## src/rtl/oflow_mem_ctrl_pkg.sv

```systemverilog
// Shared types and default sizes for the MEM buffer control sequencer.
// The width defaults track the oflow MEM buffer defines.
package oflow_mem_ctrl_pkg;

  localparam int TOTAL_FRAME_NUM_WIDTH_DEF       = 8;
  localparam int NUM_OF_HISTORY_FRAMES_WIDTH_DEF = 3;
  localparam int NUM_OF_BBOX_IN_FRAME_WIDTH_DEF  = 6;
  localparam int BEAT_GAP_DEF                    = 4;
  localparam int WDOG_CYCLES_DEF                 = 1024;

  typedef enum logic [2:0] {
    ST_IDLE,
    ST_RD_START,
    ST_RD_LINES,
    ST_WR_START,
    ST_WR_BEATS,
    ST_WR_WAIT,
    ST_DONE
  } state_t;

endpackage

```

## src/rtl/oflow_mem_buffer_ctrl_if.sv

```systemverilog
// Control bundle between the frame sequencer (slave) and its environment (master).
// Also carries the sequencer state for observation.
interface oflow_mem_buffer_ctrl_if
  import oflow_mem_ctrl_pkg::*;
#(
  parameter int TOTAL_FRAME_NUM_WIDTH      = TOTAL_FRAME_NUM_WIDTH_DEF,
  parameter int NUM_OF_BBOX_IN_FRAME_WIDTH = NUM_OF_BBOX_IN_FRAME_WIDTH_DEF
);

  // Every control line is a strobe sampled on the rising clock edge. There is
  // no backpressure: a strobe is consumed in the cycle it is seen, or dropped
  // where the sequencer's current state does not use it.
  logic                                  start_frame;
  logic [TOTAL_FRAME_NUM_WIDTH-1:0]      frame_num;
  logic [NUM_OF_BBOX_IN_FRAME_WIDTH-1:0] num_of_bbox_in_frame;
  logic                                  sim_line_done;
  logic                                  pe_data_valid;
  logic                                  done_read;
  logic                                  done_write;
  logic                                  start_read;
  logic                                  start_write;
  logic                                  read_new_line;
  logic                                  ready_from_core;
  logic                                  rnw_st;
  logic                                  busy;
  logic                                  frame_done;
  logic                                  beat_ovf_err;
  logic                                  wdog_err;
  state_t                                state;

  modport slave (
    input  start_frame, frame_num, num_of_bbox_in_frame, sim_line_done,
           pe_data_valid, done_read, done_write,
    output start_read, start_write, read_new_line, ready_from_core, rnw_st,
           busy, frame_done, beat_ovf_err, wdog_err, state
  );

  modport master (
    output start_frame, frame_num, num_of_bbox_in_frame, sim_line_done,
           pe_data_valid, done_read, done_write,
    input  start_read, start_write, read_new_line, ready_from_core, rnw_st,
           busy, frame_done, beat_ovf_err, wdog_err, state
  );

endinterface

```

## src/rtl/oflow_mem_ctrl_beat_pacer.sv

```systemverilog
// Spaces write-beat strobes at least BEAT_GAP cycles apart, holding one early
// beat in a pending slot and flagging any beat that finds the slot full.
module oflow_mem_ctrl_beat_pacer
  import oflow_mem_ctrl_pkg::*;
#(
  parameter int BEAT_GAP = BEAT_GAP_DEF
) (
  input  logic clk,
  input  logic reset,
  input  logic enable,
  input  logic valid,
  output logic pulse,
  output logic ovf_err
);

  localparam int GW = $clog2(BEAT_GAP + 1);
  localparam logic [GW-1:0] GAP_LOAD = GW'(BEAT_GAP - 1);

  logic [GW-1:0] gap;
  logic          pending;

  always_ff @(posedge clk or posedge reset) begin
    if (reset) begin
      gap     <= '0;
      pending <= 1'b0;
      pulse   <= 1'b0;
      ovf_err <= 1'b0;
    end else begin
      pulse <= 1'b0;
      if (gap != '0) gap <= gap - 1'b1;
      // The gap keeps draining outside the write phase so spacing holds across frames.
      if (!enable) begin
        pending <= 1'b0;
      end else if (gap == '0) begin
        if (pending || valid) begin
          pulse   <= 1'b1;
          gap     <= GAP_LOAD;
          pending <= pending && valid;
        end
      end else if (valid) begin
        if (pending) ovf_err <= 1'b1;
        else         pending <= 1'b1;
      end
    end
  end

endmodule

```

## src/rtl/oflow_mem_buffer_ctrl.sv

```systemverilog
// Per-frame read-then-write sequencer driving the oflow MEM buffer strobes.
// Define OFLOW_MEM_CTRL_WDOG_EN to build the stall watchdog.
module oflow_mem_buffer_ctrl
  import oflow_mem_ctrl_pkg::*;
#(
  parameter int TOTAL_FRAME_NUM_WIDTH       = TOTAL_FRAME_NUM_WIDTH_DEF,
  parameter int NUM_OF_HISTORY_FRAMES_WIDTH = NUM_OF_HISTORY_FRAMES_WIDTH_DEF,
  parameter int NUM_OF_BBOX_IN_FRAME_WIDTH  = NUM_OF_BBOX_IN_FRAME_WIDTH_DEF,
  parameter int BEAT_GAP                    = BEAT_GAP_DEF,
  parameter int WDOG_CYCLES                 = WDOG_CYCLES_DEF
) (
  input logic                     clk,
  input logic                     reset,
  oflow_mem_buffer_ctrl_if.slave  bus
);

  localparam int NB = NUM_OF_BBOX_IN_FRAME_WIDTH;

  if (NUM_OF_HISTORY_FRAMES_WIDTH < 1 || TOTAL_FRAME_NUM_WIDTH < 1 ||
      BEAT_GAP < 1 || WDOG_CYCLES < 2) begin : g_param_check
    $error("oflow_mem_buffer_ctrl: illegal parameter value");
  end

  state_t        state;
  logic [NB-1:0] bbox_q;
  logic [NB-1:0] bbox_plus;
  logic [NB-1:0] beat_target;
  logic [NB-1:0] beat_cnt;
  logic          done_wr_seen;

  // Wraps at NB bits, so a full-scale bbox count yields a zero-beat target.
  assign bbox_plus = bbox_q + 1'b1;
  assign bus.state = state;

  oflow_mem_ctrl_beat_pacer #(.BEAT_GAP(BEAT_GAP)) u_pacer (
    .clk     (clk),
    .reset   (reset),
    .enable  (state == ST_WR_BEATS),
    .valid   (bus.pe_data_valid),
    .pulse   (bus.ready_from_core),
    .ovf_err (bus.beat_ovf_err)
  );

`ifdef OFLOW_MEM_CTRL_WDOG_EN
  localparam int WW = $clog2(WDOG_CYCLES);
  logic [WW-1:0] wdog_cnt;
  logic          wdog_trip;

  assign wdog_trip = (state == ST_RD_LINES || state == ST_WR_WAIT) &&
                     (wdog_cnt == WW'(WDOG_CYCLES - 1));

  always_ff @(posedge clk or posedge reset) begin
    if (reset)
      wdog_cnt <= '0;
    else if (!(state == ST_RD_LINES || state == ST_WR_WAIT) ||
             bus.read_new_line || bus.ready_from_core)
      wdog_cnt <= '0;
    else
      wdog_cnt <= wdog_cnt + 1'b1;
  end
`else
  assign bus.wdog_err = 1'b0;
`endif

  always_ff @(posedge clk or posedge reset) begin
    if (reset) begin
      state           <= ST_IDLE;
      bbox_q          <= '0;
      beat_target     <= '0;
      beat_cnt        <= '0;
      done_wr_seen    <= 1'b0;
      bus.start_read  <= 1'b0;
      bus.start_write <= 1'b0;
      bus.read_new_line <= 1'b0;
      bus.rnw_st      <= 1'b1;
      bus.busy        <= 1'b0;
      bus.frame_done  <= 1'b0;
`ifdef OFLOW_MEM_CTRL_WDOG_EN
      bus.wdog_err    <= 1'b0;
`endif
    end else begin
      bus.start_read    <= 1'b0;
      bus.start_write   <= 1'b0;
      bus.read_new_line <= 1'b0;
      bus.frame_done    <= 1'b0;
      if ((state == ST_WR_START || state == ST_WR_BEATS) && bus.done_write)
        done_wr_seen <= 1'b1;

      case (state)
        ST_IDLE: if (bus.start_frame) begin
          bbox_q       <= bus.num_of_bbox_in_frame;
          done_wr_seen <= 1'b0;
          bus.busy     <= 1'b1;
          // Frame 0 has no history to read.
          if (bus.frame_num == '0) begin
            state           <= ST_WR_START;
            bus.rnw_st      <= 1'b0;
            bus.start_write <= (bus.num_of_bbox_in_frame != '0);
          end else begin
            state          <= ST_RD_START;
            bus.start_read <= 1'b1;
          end
        end
        ST_RD_START: state <= ST_RD_LINES;
        ST_RD_LINES: begin
          if (bus.done_read) begin
            state           <= ST_WR_START;
            bus.rnw_st      <= 1'b0;
            bus.start_write <= (bbox_q != '0);
          end else if (bus.sim_line_done) begin
            bus.read_new_line <= 1'b1;
          end
        end
        ST_WR_START: begin
          beat_cnt <= '0;
          if (bbox_q == '0) begin
            state          <= ST_DONE;
            bus.rnw_st     <= 1'b1;
            bus.frame_done <= 1'b1;
          end else begin
            state       <= ST_WR_BEATS;
            beat_target <= bbox_plus >> 1;
          end
        end
        ST_WR_BEATS: begin
          if (beat_cnt == beat_target)  state    <= ST_WR_WAIT;
          else if (bus.ready_from_core) beat_cnt <= beat_cnt + 1'b1;
        end
        ST_WR_WAIT: if (bus.done_write || done_wr_seen) begin
          state          <= ST_DONE;
          bus.rnw_st     <= 1'b1;
          bus.frame_done <= 1'b1;
        end
        ST_DONE: begin
          state        <= ST_IDLE;
          bus.busy     <= 1'b0;
          done_wr_seen <= 1'b0;
        end
        default: state <= ST_IDLE;
      endcase

`ifdef OFLOW_MEM_CTRL_WDOG_EN
      if (wdog_trip) begin
        state             <= ST_DONE;
        bus.rnw_st        <= 1'b1;
        bus.frame_done    <= 1'b1;
        bus.start_write   <= 1'b0;
        bus.read_new_line <= 1'b0;
        bus.wdog_err      <= 1'b1;
      end
`endif
    end
  end

endmodule

```

## src/flat_wrapper.sv

```systemverilog
// flat-port wrapper written by rule: the top's interface ports become plain ports
module oflow_mem_buffer_ctrl_flat import oflow_mem_ctrl_pkg::*;
#(
  parameter int TOTAL_FRAME_NUM_WIDTH       = TOTAL_FRAME_NUM_WIDTH_DEF,
  parameter int NUM_OF_HISTORY_FRAMES_WIDTH = NUM_OF_HISTORY_FRAMES_WIDTH_DEF,
  parameter int NUM_OF_BBOX_IN_FRAME_WIDTH  = NUM_OF_BBOX_IN_FRAME_WIDTH_DEF,
  parameter int BEAT_GAP                    = BEAT_GAP_DEF,
  parameter int WDOG_CYCLES                 = WDOG_CYCLES_DEF
)
  (clk, reset, bus_start_frame, bus_frame_num, bus_num_of_bbox_in_frame, bus_sim_line_done, bus_pe_data_valid, bus_done_read, bus_done_write, bus_start_read, bus_start_write, bus_read_new_line, bus_ready_from_core, bus_rnw_st, bus_busy, bus_frame_done, bus_beat_ovf_err, bus_wdog_err, bus_state);
  oflow_mem_buffer_ctrl_if #(.TOTAL_FRAME_NUM_WIDTH(TOTAL_FRAME_NUM_WIDTH), .NUM_OF_BBOX_IN_FRAME_WIDTH(NUM_OF_BBOX_IN_FRAME_WIDTH)) bus_i ();
  input logic clk;
  input logic reset;
  input wire logic [$bits(bus_i.start_frame)-1:0] bus_start_frame;
  input wire logic [$bits(bus_i.frame_num)-1:0] bus_frame_num;
  input wire logic [$bits(bus_i.num_of_bbox_in_frame)-1:0] bus_num_of_bbox_in_frame;
  input wire logic [$bits(bus_i.sim_line_done)-1:0] bus_sim_line_done;
  input wire logic [$bits(bus_i.pe_data_valid)-1:0] bus_pe_data_valid;
  input wire logic [$bits(bus_i.done_read)-1:0] bus_done_read;
  input wire logic [$bits(bus_i.done_write)-1:0] bus_done_write;
  output wire logic [$bits(bus_i.start_read)-1:0] bus_start_read;
  output wire logic [$bits(bus_i.start_write)-1:0] bus_start_write;
  output wire logic [$bits(bus_i.read_new_line)-1:0] bus_read_new_line;
  output wire logic [$bits(bus_i.ready_from_core)-1:0] bus_ready_from_core;
  output wire logic [$bits(bus_i.rnw_st)-1:0] bus_rnw_st;
  output wire logic [$bits(bus_i.busy)-1:0] bus_busy;
  output wire logic [$bits(bus_i.frame_done)-1:0] bus_frame_done;
  output wire logic [$bits(bus_i.beat_ovf_err)-1:0] bus_beat_ovf_err;
  output wire logic [$bits(bus_i.wdog_err)-1:0] bus_wdog_err;
  output wire logic [$bits(bus_i.state)-1:0] bus_state;
  assign bus_i.start_frame = bus_start_frame;
  assign bus_i.frame_num = bus_frame_num;
  assign bus_i.num_of_bbox_in_frame = bus_num_of_bbox_in_frame;
  assign bus_i.sim_line_done = bus_sim_line_done;
  assign bus_i.pe_data_valid = bus_pe_data_valid;
  assign bus_i.done_read = bus_done_read;
  assign bus_i.done_write = bus_done_write;
  assign bus_start_read = bus_i.start_read;
  assign bus_start_write = bus_i.start_write;
  assign bus_read_new_line = bus_i.read_new_line;
  assign bus_ready_from_core = bus_i.ready_from_core;
  assign bus_rnw_st = bus_i.rnw_st;
  assign bus_busy = bus_i.busy;
  assign bus_frame_done = bus_i.frame_done;
  assign bus_beat_ovf_err = bus_i.beat_ovf_err;
  assign bus_wdog_err = bus_i.wdog_err;
  assign bus_state = bus_i.state;
  oflow_mem_buffer_ctrl #(.TOTAL_FRAME_NUM_WIDTH(TOTAL_FRAME_NUM_WIDTH), .NUM_OF_HISTORY_FRAMES_WIDTH(NUM_OF_HISTORY_FRAMES_WIDTH), .NUM_OF_BBOX_IN_FRAME_WIDTH(NUM_OF_BBOX_IN_FRAME_WIDTH), .BEAT_GAP(BEAT_GAP), .WDOG_CYCLES(WDOG_CYCLES)) u_core (.clk(clk), .reset(reset), .bus(bus_i));
endmodule
```

## config.mk

```make
export PLATFORM = sky130hd
export DESIGN_NAME = oflow_mem_buffer_ctrl_flat
export DESIGN_NICKNAME = d
export VERILOG_FILES = /design/src/rtl/oflow_mem_ctrl_pkg.sv /design/src/rtl/oflow_mem_buffer_ctrl_if.sv /design/src/rtl/oflow_mem_ctrl_beat_pacer.sv /design/src/rtl/oflow_mem_buffer_ctrl.sv /design/src/flat_wrapper.sv
export SDC_FILE = /design/constraint.sdc
export NUM_CORES = 1
export LEC_CHECK = 0
export ABC_AREA = 1
export CAP_MARGIN = 20
export CORE_MARGIN = 2
export CORE_UTILIZATION = 50
export DETAILED_ROUTE_END_ITERATION = 10
export GPL_ROUTABILITY_DRIVEN = 0
export PLACE_DENSITY = 0.82
export SLEW_MARGIN = 40
export SYNTH_ARGS = -nofsm -noshare
export SYNTH_HDL_FRONTEND = slang
export SYNTH_HIERARCHICAL = 1
export SYNTH_SLANG_ARGS = --single-unit
```

## constraint.sdc

```tcl
create_clock -name clk -period 1.6 [get_ports clk]
set_clock_uncertainty 0.15 [all_clocks]
set_input_delay 0.16 -clock clk [delete_from_list [all_inputs] [get_ports clk]]
set_output_delay 0.16 -clock clk [all_outputs]
set_load 0.02 [all_outputs]
```

==> impl_results.md, run 1 <==
- Post-Synth XOR/XNOR Area: 0.0293
- GR Util met1: 0.275
- Rows: 21
- Worst-Skew Late Latency: roughly 0.33 ns
- Clock Path Buffers: 2
- Worst Setup Start Kind: flop
- Hold Path Depth: 3
- Max-slew violations: 0
- Worst Setup End Kind: flop
- Post-route DRC: 0
- Core area: 3390 µm²
- N_diodes: 0
- Remaining Overflow, GRT: 0
- Initial antenna violation count: 0
- Count of input and output buffers: 31
- Peak Freq: between 600 and 700 MHz
- Dominant cell type by area after synthesis: dfrtp_1
- Power density over the cells: 1530 nW/µm²
- Final hold vios: 0
- Routed wire length: around 3.8 mm
- Max_cap viols: 0
- RSZ-0062 raised after global routing: true
- Setup Viol. Count Final: 0
- Post-Place Worst Slack: -0.0352 ns
- Cells after synthesis: 240
- Largest fanout on the critical path: 5
- Detailed Route Iter0 Violations: 107
- Area Overhead vs Synth: 31.3%
- Clk root buf: clkbuf_4
- Critical path class: flop to flop
- Reg2reg start: u_core/bus.state[2]
- Slack of the critical path: slightly below 0.07 ns
- First-pass GRT wire length: ~6.7 mm
- CTS H-tree depth: 2
- Leak Pwr: 0.00126 µW
- Worst Path Arrival: approximately 1.6 ns
- Top post-synthesis cells by area: dfrtp_1 (45%), nand2_1 (14%), nor2_1 (6.7%)
- Initial Utilization: 0.529
- Met3 GRT Util: 0.0581
- Vias in the first global route: between 1500 and 2000
- Min-delay src: bus_sim_line_done
- Top-area cell type share of the netlist area: 0.447
- CP required: ~1.7 ns
- Register area share after synthesis: 0.461
- Fin nets: about 320
- Status: completed
- Num Clock Sinks: 33
- Hpwl dp: 2.92 mm
- Post-synthesis simple-gate area fraction: 0.326
- Via density: 4.84
- Min-delay worst type: input port to flop
- Die Area: between 4000 and 5000 µm²
- Syn. warnings: 6
- Final Power: 3600 µW
- Drt pass-1 iters: 4
- Top Usage Layer GRT: met2
- R2R depth: 8
- Distinct cells, synth: 25
- Crit Reg-Reg Endpoint: u_core/bus.state[1]
- Layout cells sized above 1: 0.141
- Largest net degree at the start of global routing: 28
- Avg Cell Area, Syn: about 7.5 µm²
- Synth Area in Compound Gates: 0.0600
- Period utilisation layout: 0.957
- Via count: 1630
- Number of nets with antenna violations after routing: 0
- Placed Instances: 325
- R2R Setup Slk: just under 0.07 ns
- Max VDD drop: roughly 950 µV
- Post-Syn Area: 1790 µm²
- Synth Area in Adders: 0.0349
- Layout Cells excl Fill: 337
- GRT Total Usage: 0.212
- Avg WL per Cell: approximately 11 µm
- Crit path time final: 1.53 ns
- Width of the chip: between 60 and 70 µm
- Die height: 63.9 µm
- Hold Path End: u_core/bus.read_new_line
- Clk pin slew, worst setup/hold paths: around 0.090 ns
- I/O pin count: 33
- Met2 track demand over resource: 0.335
- Proportion of synthesized area in mux cells: 0
- Largest family of logic cells by synthesized area: simple AND/OR/NAND/NOR gates
- Yosys reg bits: 33
- Hold Slack: slightly below 0.2 ns
- Synth Net Count: 266
- Num CTS Buffers: 5
- Setup tns final: 0 ns
- CTS tree: yes
- CP startpoint: u_core/bus.state[2]
## what timing repair did
action	in CTS	in global routing
cloned	0	0
setup buffers	0	3
endpoints found under the setup margin	14	24
hold buffers	1	0
resized for setup	11	11
hold endpoints to repair	6	0
## flip-flops by register name (all words and copies together) (netlist names)
signal / cells
u_core/u_pacer/ovf_err: 1
u_core/beat_target: 5
u_core/bus.rnw_st: 1
u_core/bus.frame_done: 1
u_core/bbox_q: 6
u_core/u_pacer/pending: 1
u_core/bus.start_read: 1
u_core/bus.busy: 1
u_core/bus.start_write: 1
u_core/u_pacer/gap: 3
u_core/bus.state: 3
u_core/bus.read_new_line: 1
u_core/u_pacer/pulse: 1
u_core/beat_cnt: 6
u_core/done_wr_seen: 1
## critical path: stages (launching register included)
cell and delay [ns]:
dfrtp_1 0.43, inv_1 0.15, nand2_1 0.07, nor2_1 0.15, nand2_1 0.10, nand3_1 0.14
inv_1 0.07, nand3_1 0.10, nand2_1 0.06
## logic make-up after synthesis
group	count (synthesis)
AND/OR/NAND/NOR	135
AO/OA/AOI/OAI	21
adder cells (fa/ha/maj)	5
buffers and inverters	39
other	1
XOR/XNOR	6
flip-flops	33
## layout make-up
cell class	instances	area (µm²)
Multi-Input combinational cell	168	836
Inverter	36	138
Sequential cell	33	830
Timing Repair Buffer	46	435
Clock buffer	8	58.8
Tap cell	46	57.6
Fill cell	255	1030
## layout by cell type (no fill, tap or decap), types with 3 or more instances in the layout
master | netlist | final
xnor2_1 | 4 | 4
nand2_1 | 68 | 67
dlymetal6s2s_1 | 0 | 3
nand2_4 | 3 | 4
dlygate4sd2_1 | 0 | 8
inv_1 | 31 | 31
nor2_1 | 32 | 30
inv_2 | 5 | 4
ha_1 | 5 | 5
clkbuf_4 | 1 | 5
nand3_1 | 21 | 19
nor2_2 | 1 | 3
dfrtp_1 | 32 | 30
clkdlybuf4s50_1 | 0 | 20
o21ai_0 | 15 | 15
buf_4 | 1 | 13
a21oi_1 | 5 | 5
## cells in the mapped netlist, drive strengths merged
master and count:
nor2 33, nand3 21, xnor2 4, or2 1, nand2 73, o21bai 1
nor4 2, xor2 2, buf 2, ha 5, clkbuf 1, conb 1
inv 36, nor3 3, o21ai 15, nand4 2, a21oi 5, dfstp 1
dfrtp 32
## per-stage QoR
stage	utilization	cell area (µm²)
6_report	0.695	2350
4_1_cts	0.679	2300
3_5_place_dp	0.660	2240
2_1_floorplan	-	1790
5_1_grt	0.695	2350
3_3_place_gp	0.660	2240
## report_power, final
part | internal [µW] | switching, µW | leakage, µW
Combinational | 736 | 1040 | 0.000804
Sequential | 1120 | 219 | 0.000422
Clock | 217 | 264 | 0.0000326
## metal layers
| layer | up-vias | routed length, µm |
|---|---|---|
| met5 | - | 0 |
| met4 | 0 | 65 |
| met3 | 7 | 182 |
| met2 | 46 | 1880 |
| met1 | 730 | 1700 |
| li1 | 847 | - |
## worst max path at each step
stage / end / slack [ns]
floorplan: u_core/beat_cnt[2] / 0.10
global placement: u_core/beat_cnt[0] / 0.04
detailed placement: u_core/beat_cnt[4] / -0.04
CTS: bus_start_read / 0.005
global route: u_core/bus.state[1] / -0.02
finish: u_core/bus.state[1] / 0.07
Note: power is estimated with default switching activity, not from simulation.
==> run 2: changes to the inputs <==
Settings changed: CTS_CLUSTER_DIAMETER from default to 60.
==> results of run 2 <==
The final DEF is identical to that of run 1; final timing and power are the same.
==> run 3: changes to the inputs <==
Settings changed: SKIP_CTS_REPAIR_TIMING from default to 1.
==> run 3 against run 2 <==
The run now ends with setup timing left. Sequential power barely moved. Maximum frequency fell by 7.6%. Clock power barely moved. Critical path depth did not move. Design area rose by 0.85%.
==> impl_results.md, run 3 (synthesis gave the netlist of run 1 again) <==
- Status: finished with violations
- Failing checks: setup timing
- Avg WL per Cell: about 12 µm
- Leak Pwr: approximately 0.0013 µW
- Period utilisation layout: 1.04
- Clk pin slew, worst setup/hold paths: ~0.09 ns
- Worst Setup Start Kind: flop
- Peak Freq: roughly 600 MHz
- CTS tree: yes
- Layout cells sized above 1: 0.138
- Power density over the cells: 1530 nW/µm²
- Initial antenna violation count: 0
- CP cell instances: inv_1, nand2_1, nor2_1, nand2_1, nand3_1, inv_1, nand4_1, nand2_1
- Vias in the first global route: around 1600
- CP delay by family, top: simple AND/OR/NAND/NOR gates
- Core Util, Final: 0.701
- Worst Path Arrival: roughly 1.7 ns
- Hold Path Depth: 3
- Via density: around 5.0
- Max_cap viols: 0
- Clk root buf: clkbuf_4
- Drt pass-1 iters: 4
- Via count: 1660
- GRT Total Usage: 0.210
- Max VDD drop: roughly 950 µV
- Num Clock Sinks: 33
- Max-slew violations: 0
- Largest regs: u_core/bbox_q (6), u_core/beat_cnt (6), u_core/beat_target (5)
- Hpwl dp: around 2.9 mm
- Die Area: roughly 4100 µm²
- N_diodes: 0
- Final hold vios: 0
- Post-route DRC: 0
- Hold Path End: u_core/bus.read_new_line
- Min-delay worst type: input port to flop
- Worst Setup End Kind: flop
- Critical path class: flop to flop
- Hold Slack: between 0.15 and 0.2 ns
- CP required: about 1.7 ns
- Detailed Route Iter0 Violations: 120
- Largest fanout on the critical path: 5
- Crit path time final: between 1.5 and 2 ns
- Slowest stage delay, CP: ~0.44 ns
- CTS H-tree depth: 2
- Crit path top cell by count: nand2_1
- Width of the chip: around 64 µm
- Buffers and inverters on the worst path: 2
- Rows: 21
- Count of input and output buffers: 31
- Worst-Skew Late Latency: 0.33 ns
- First-pass GRT wire length: approximately 6.6 mm
- Commonest cells after routing, fill and taps aside: nand2_1 (67), inv_1 (30), nor2_1 (30), dfrtp_1 (30), clkdlybuf4s50_1 (20)
- Area Overhead vs Synth: 32.4%
- Most common cell after layout, fill and taps aside: nand2_1
- R2R Setup Slk: -0.06 ns
- Slack of the critical path: -0.0561 ns
- Core area: roughly 3400 µm²
- Crit Reg-Reg Endpoint: u_core/bus.state[0]
- Min-delay src: bus_sim_line_done
- Die height: 63.9 µm
- Reg2reg start: u_core/bus.state[2]
- Setup Viol. Count Final: 2
- Number of nets with antenna violations after routing: 0
- Initial Utilization: 0.529
- R2R depth: 8
- Clock Path Buffers: 2
- I/O pin count: 33
- Remaining Overflow, GRT: 0
- Worst path slowest cell: dfrtp_1
- Num CTS Buffers: 5
- Routed wire length: ~4.0 mm
- Fin nets: 314
- Largest net degree at the start of global routing: 28
[run 3: changes by cell type in the layout (fill, tap and decap cells not counted)]
cell	change
inv_1	-1
dlygate4sd2_1	-8
buf_4	-2
inv_2	+1
nor2_4	+1
dlymetal6s2s_1	+8
nor2_2	-1
[run 3: report_power, final]
part           switching, µW  leakage (µW)  total, µW  internal (µW)
sequential               235      0.000422       1360           1120
clock                    262     0.0000326        479            217
combinational           1060      0.000881       1800            745
total                   1550       0.00134       3630           2080
[run 3: worst max path at each step]
stage / start / slack, ns / cells after the start / endpoint
finish: u_core/bus.state[2] / -0.06 / 8 / u_core/bus.state[0]
global route: u_core/bus.state[0] / -0.12 / 9 / u_core/bus.state[0]
CTS: u_core/bus.state[0] / -0.20 / 1 / bus_state[0]
detailed placement: u_core/bus.state[1] / -0.04 / 8 / u_core/beat_cnt[4]
global placement: u_core/bus.state[1] / 0.04 / 8 / u_core/beat_cnt[0]
floorplan: u_core/bus.state[1] / 0.10 / 8 / u_core/beat_cnt[2]
[run 3: tightest hold or removal path: stages]
cell	delay, ns
clkdlybuf4s50_1	0.40
inv_1	0.05
nor2_1	0.04
[run 3: metrics by stage]
step,std cells,power (µW),setup TNS [ns],cell area [µm²],setup slack [ns]
finish,335,3630,-0.0739,2370,-0.0561
floorplan,240,2470,0,1790,0.102
detailed placement,325,3040,-0.148,2240,-0.0352
global route,335,3970,-0.430,2370,-0.125
global placement,325,2990,0,2240,0.0427
CTS,333,3530,-0.958,2290,-0.198
[run 3: layout make-up]
cell class,count,area [µm²]
clock buffers,8,58.8
fillers,254,1010
inverters,36,138
multi-input cells,168,841
flip-flops and latches,33,830
well taps,46,57.6
repair buffers,44,450
[run 3: per-layer routing]
metal | GRT usage | vias up | part of all wire
li1 | - | 843 | -
met1 | 0.279 | 758 | 0.43
met2 | 0.328 | 51 | 0.51
met3 | 0.0528 | 8 | 0.049
met4 | 0.0815 | 0 | 0.018
met5 | 0 | - | 0
